`src/rtl/axis_reg_writer.sv`:
```
// axis_reg_writer: turns AXI-Stream byte frames into bursts of register writes.
// The first beat of a matching frame sets the start address, and every later beat
// writes one byte to the next auto-incremented address. Frames addressed to
// another destination are discarded and counted.
module axis_reg_writer #(
    parameter int          ADDR_W  = 8,
    parameter logic [3:0]  DEST_ID = 4'h0
) (
    input  logic              clk,
    input  logic              rst,
    input  logic [7:0]        s_axis_tdata,
    input  logic [3:0]        s_axis_tdest,
    input  logic [1:0]        s_axis_tid,
    input  logic [3:0]        s_axis_tuser,
    input  logic              s_axis_tvalid,
    input  logic              s_axis_tlast,
    output logic              s_axis_tready,
    output logic              reg_wr_valid,
    input  logic              reg_wr_ready,
    output logic [ADDR_W-1:0] reg_addr,
    output logic [7:0]        reg_wdata,
    output logic [1:0]        reg_wr_id,
    output logic              busy,
    output logic [15:0]       frame_cnt,
    output logic [7:0]        drop_cnt
);

    typedef enum logic [1:0] {
        S_IDLE,
        S_DATA,
        S_DROP
    } state_t;

    state_t             r_state;
    logic [ADDR_W-1:0]  r_addrPtr;
    logic [1:0]         r_idQ;
    logic               r_wrValid;
    logic [ADDR_W-1:0]  r_regAddr;
    logic [7:0]         r_regWdata;
    logic [1:0]         r_regWrId;
    logic [15:0]        r_frameCnt;
    logic [7:0]         r_dropCnt;

    logic               w_tready;
    logic               w_accept;
    logic               w_unused;

    // tuser carries nothing for us, and the high address-byte bits are unused for narrow ADDR_W
    assign w_unused = ^{s_axis_tuser, s_axis_tdata};

    // Only DATA can stall, and only when the output register is full and not being drained
    always_comb begin
        w_tready = 1'b1;
        if (r_state == S_DATA) begin
            w_tready = !r_wrValid || reg_wr_ready;
        end
    end

    assign w_accept = s_axis_tvalid && w_tready;

    // Frame parser, address pointer, write output register and saturating counters
    always_ff @(posedge clk) begin
        if (rst) begin
            r_state    <= S_IDLE;
            r_addrPtr  <= '0;
            r_idQ      <= '0;
            r_wrValid  <= 1'b0;
            r_regAddr  <= '0;
            r_regWdata <= '0;
            r_regWrId  <= '0;
            r_frameCnt <= '0;
            r_dropCnt  <= '0;
        end else begin
            if (reg_wr_ready) begin
                r_wrValid <= 1'b0;
            end
            case (r_state)
                S_IDLE: begin
                    if (w_accept) begin
                        if (s_axis_tdest != DEST_ID) begin
                            if (r_dropCnt != 8'hFF) begin
                                r_dropCnt <= r_dropCnt + 8'd1;
                            end
                            if (!s_axis_tlast) begin
                                r_state <= S_DROP;
                            end
                        end else begin
                            r_addrPtr <= s_axis_tdata[ADDR_W-1:0];
                            r_idQ     <= s_axis_tid;
                            if (s_axis_tlast) begin
                                if (r_frameCnt != 16'hFFFF) begin
                                    r_frameCnt <= r_frameCnt + 16'd1;
                                end
                            end else begin
                                r_state <= S_DATA;
                            end
                        end
                    end
                end
                S_DATA: begin
                    if (w_accept) begin
                        r_wrValid  <= 1'b1;
                        r_regAddr  <= r_addrPtr;
                        r_regWdata <= s_axis_tdata;
                        r_regWrId  <= r_idQ;
                        r_addrPtr  <= r_addrPtr + ADDR_W'(1);
                        if (s_axis_tlast) begin
                            if (r_frameCnt != 16'hFFFF) begin
                                r_frameCnt <= r_frameCnt + 16'd1;
                            end
                            r_state <= S_IDLE;
                        end
                    end
                end
                S_DROP: begin
                    if (w_accept && s_axis_tlast) begin
                        r_state <= S_IDLE;
                    end
                end
                default: begin
                    r_state <= S_IDLE;
                end
            endcase
        end
    end

    assign s_axis_tready = w_tready;
    assign reg_wr_valid  = r_wrValid;
    assign reg_addr      = r_regAddr;
    assign reg_wdata     = r_regWdata;
    assign reg_wr_id     = r_regWrId;
    assign busy          = (r_state != S_IDLE) || r_wrValid;
    assign frame_cnt     = r_frameCnt;
    assign drop_cnt      = r_dropCnt;

endmodule
```
`config.mk`:
```
export PLATFORM = sky130hd
export DESIGN_NAME = axis_reg_writer
export DESIGN_NICKNAME = d
export VERILOG_FILES = /design/src/rtl/axis_reg_writer.sv
export SDC_FILE = /design/constraint.sdc
export NUM_CORES = 1
export LEC_CHECK = 0
export CORE_MARGIN = 1.5
export CORE_UTILIZATION = 51
export CTS_CLUSTER_DIAMETER = 150
export DETAILED_ROUTE_END_ITERATION = 8
export GPL_TIMING_DRIVEN = 0
export PLACE_DENSITY = 0.89
export SLEW_MARGIN = 20
export SYNTH_ARGS = -nofsm -noshare
export SYNTH_HDL_FRONTEND = slang
export SYNTH_SLANG_ARGS = --single-unit
```
`constraint.sdc`:
```
create_clock -name clk -period 4.8 [get_ports clk]
set_input_delay 0.96 -clock clk [delete_from_list [all_inputs] [get_ports clk]]
set_output_delay 0.96 -clock clk [all_outputs]
set_load 0.005 [all_outputs]
```
==> impl_results.md <==
- Worst IR Drop VDD: 0.172 mV
- Power Internal: 0.586 mW
- Crit-path max cell delay: 0.45 ns
- CP max FO: 6
- Async SR Flop Fraction: 0
- Wirelength per Cell: 15.0 um
- DIE AREA: 5210 um^2
- Net Switching: 0.174 mW
- Detail Route Antenna Nets: 0
- Core area: 4470 um^2
- Worst path bufs/invs: 2
- Critical path's slowest cell: clkdlybuf4s50_1
- Placed Instances: 421
- Number of I/O pins: 68
- Via count: 2516
- Total track usage: 0.261
- Layout Skew: 0.00583 ns
- First-pass GRT wire length: 10800 um
- Ys Warns: 0
- Seq pwr share: 0.615
- Kind of start point of the critical path: input pin
- Hold violation count in the final report: 0
- Synth unique cells: 39
- PD cells: 237 nW/um^2
- CP endpoint kind: output pin
- Setup repair bufs after CTS: 0
- Chip height: 72.2 um
- Worst Hold Class: reg -> reg
- Top FF cell, synth: dfxtp_1
- Post_cts resized: 0
- WS Path Type: in -> out
- Largest net degree at the start of global routing: 15
- Initial antenna violation count: 0
- Antenna cell count: 0
- Vias in the first global route: 2366
- Final setup fails: 0
- Initial cell density of the core: 0.545
- Routed wire length: 6400 um
- H-tree Lvls: 2
- Synthesized area: 2440 um^2
- Finished Layout Cells: 427
- Switching share of total power: 0.229
- Sequential share of the synthesized area: 0.451
- CTS tree: yes
- Final design utilization: 0.715
- Drt first pass iters: 5
- Hold slack final: 0.458 ns
- Top cell type's share of synthesized area: 0.451
- Fin. max-slew vios: 0
- Syn_nets: 333
- Clock Power Share: 0.314
- Nets@finish: 402
- Most used cell, CP: clkdlybuf4s50_1
- Cell with the most instances after synthesis: nand2_1
- Mapped Cells: 307
- Row count: 24
- Die X-Extent: 72.2 um
- Actual slew at the worst max-slew pin: 0.766 ns
- RSZ-0062 raised after global routing: false
- Mapped Avg Cell Area: 7.95 um^2
- Vias/cell: 5.89
- Top post-synthesis cells by area: dfxtp_1 (45%), a21oi_1 (9.6%), nand2_1 (8.8%)
- Final Wtd Congestion: 0.870
- Number of synthesized flops with an enable pin: 0
- Grt ovf: 0
- IO buf count: 62
- Fmax: 302 MHz
- Max Root-Sink Buffers: 2
- CP required: 3.84 ns
- Crit path cell chain: clkdlybuf4s50_1 -> nand2b_1 -> or2_2 -> clkdlybuf4s50_1
- Post-synthesis register bit count: 55
- Outcome: complete, no violations
- Most frequent cells after synthesis: nand2_1 (57), dfxtp_1 (55), a21oi_1 (47)
- Final worst path period share: 0.690
- Synth area leader: dfxtp_1
- Clock slew at reported path FFs: 0.09 ns
- Setup tns final: 0 ns
- Inserted Clock Buffers: 5
- Root Driver: clkbuf_8
- Hold Buf Count CTS: 0
- # DRC: 0
- Synth-to-layout area growth: 31.1%
- Delay-heaviest family, CP: buffers and inverters
- Comb pwr share: 0.071
- Post-DP HPWL: 4590 um
- Max cap viols: 0
- Iteration-0 DRC Markers: 265
- Share of layout cells above drive strength 1: 0.0347
- Slew Limit Headroom: 0.487
- Critical Path AT: 2.35 ns
- Static leakage: 0.989 nW
- Post-layout min period: 3.31 ns
- Sink Count: 55
- Latest clock arrival within the worst-skew pair: 0.31 ns
-- power by group through the flow --
stage                     logic, mW  registers [mW]  clock network, mW
after floorplan              0.0237           0.477                  0
after global placement       0.0520           0.477                  0
after detailed placement     0.0531           0.478                  0
after CTS                    0.0534           0.467              0.236
after global routing         0.0591           0.468              0.257
final                        0.0537           0.467              0.238
-- worst paths after layout --
| check | to | slack, ns | from | depth (start not counted) |
|---|---|---|---|---|
| setup reg to reg | reg_wdata[7] | 2.51 | r_state[0] | 6 |
| hold reg to reg | reg_wdata[4] | 0.46 | reg_wdata[4] | 2 |
| hold / removal | reg_wdata[4] | 0.46 | reg_wdata[4] | 2 |
| setup / recovery | s_axis_tready | 1.49 | reg_wr_ready | 4 |
-- state kept, by name, summed over array words and instances, names as in the netlist, 2 cells and up --
register and count:
r_addrPtr 8, reg_wdata 8, reg_wr_id 2, r_idQ 2
reg_addr 8, drop_cnt 8, r_state 2, frame_cnt 16
-- metrics by stage --
stage / worst slack, ns / power (mW) / area, um^2
after global routing: 1.42 / 0.784 / 3200
final: 1.49 / 0.759 / 3200
after global placement: 1.49 / 0.529 / 3130
after detailed placement: 1.44 / 0.531 / 3130
after CTS: 1.49 / 0.757 / 3200
after floorplan: 2.12 / 0.500 / 2440
-- layout by cell type, fill, tap and decap left out, types with 2 or more instances in the layout --
cell,Yosys,routed
a211oi_1,4,4
a21oi_1,47,47
a311oi_1,2,2
and3_1,2,2
and4_1,2,2
buf_1,2,2
buf_2,3,3
clkbuf_1,11,12
clkbuf_8,0,5
clkdlybuf4s50_1,0,62
dfxtp_1,55,55
ha_1,3,3
inv_1,4,4
mux2i_1,2,2
nand2_1,57,57
nand2b_1,5,5
nand3_1,16,16
nand4_1,6,6
nor2_1,19,19
nor3_1,7,7
o211ai_1,2,2
o21ai_0,13,13
o21ai_1,3,3
o31ai_1,3,3
or2_2,2,2
or3_1,13,13
or4_1,5,5
xnor2_1,4,4
xor2_1,3,3
-- worst reg2reg max path, cell delays in order (launching register included) --
cell	delay, ns
dfxtp_1	0.49
nor2b_1	0.46
and3_1	0.30
clkbuf_1	0.35
buf_1	0.38
nand2_1	0.12
a21oi_1	0.13
-- logic make-up (layout without fill, tap and decap cells) --
kind of cell    Yosys count  in the layout  synth area share
xor+xnor                  7              7            0.0251
fa+ha+maj                 3              3            0.0154
simple gates            137            137             0.271
compound gates           82             82             0.192
flops                    55             55             0.451
mux                       2              2           0.00821
buf+inv                  21             89            0.0369
-- final cells by class --
class,instances,area (um^2)
sequential,55,1100
multi-input combinational,231,1250
timing repair buffer,62,621
tap,52,65.1
inverter,4,15.0
clock buffer,6,72.6
buffer,17,75.1
fill,387,1280
-- per-layer routing --
metal	global-route usage	share of wire
met3	0.0736	0.092
met4	0.103	0.019
met5	0	0
met2	0.409	0.44
met1	0.343	0.44
Power figures use the tool's default switching activity.
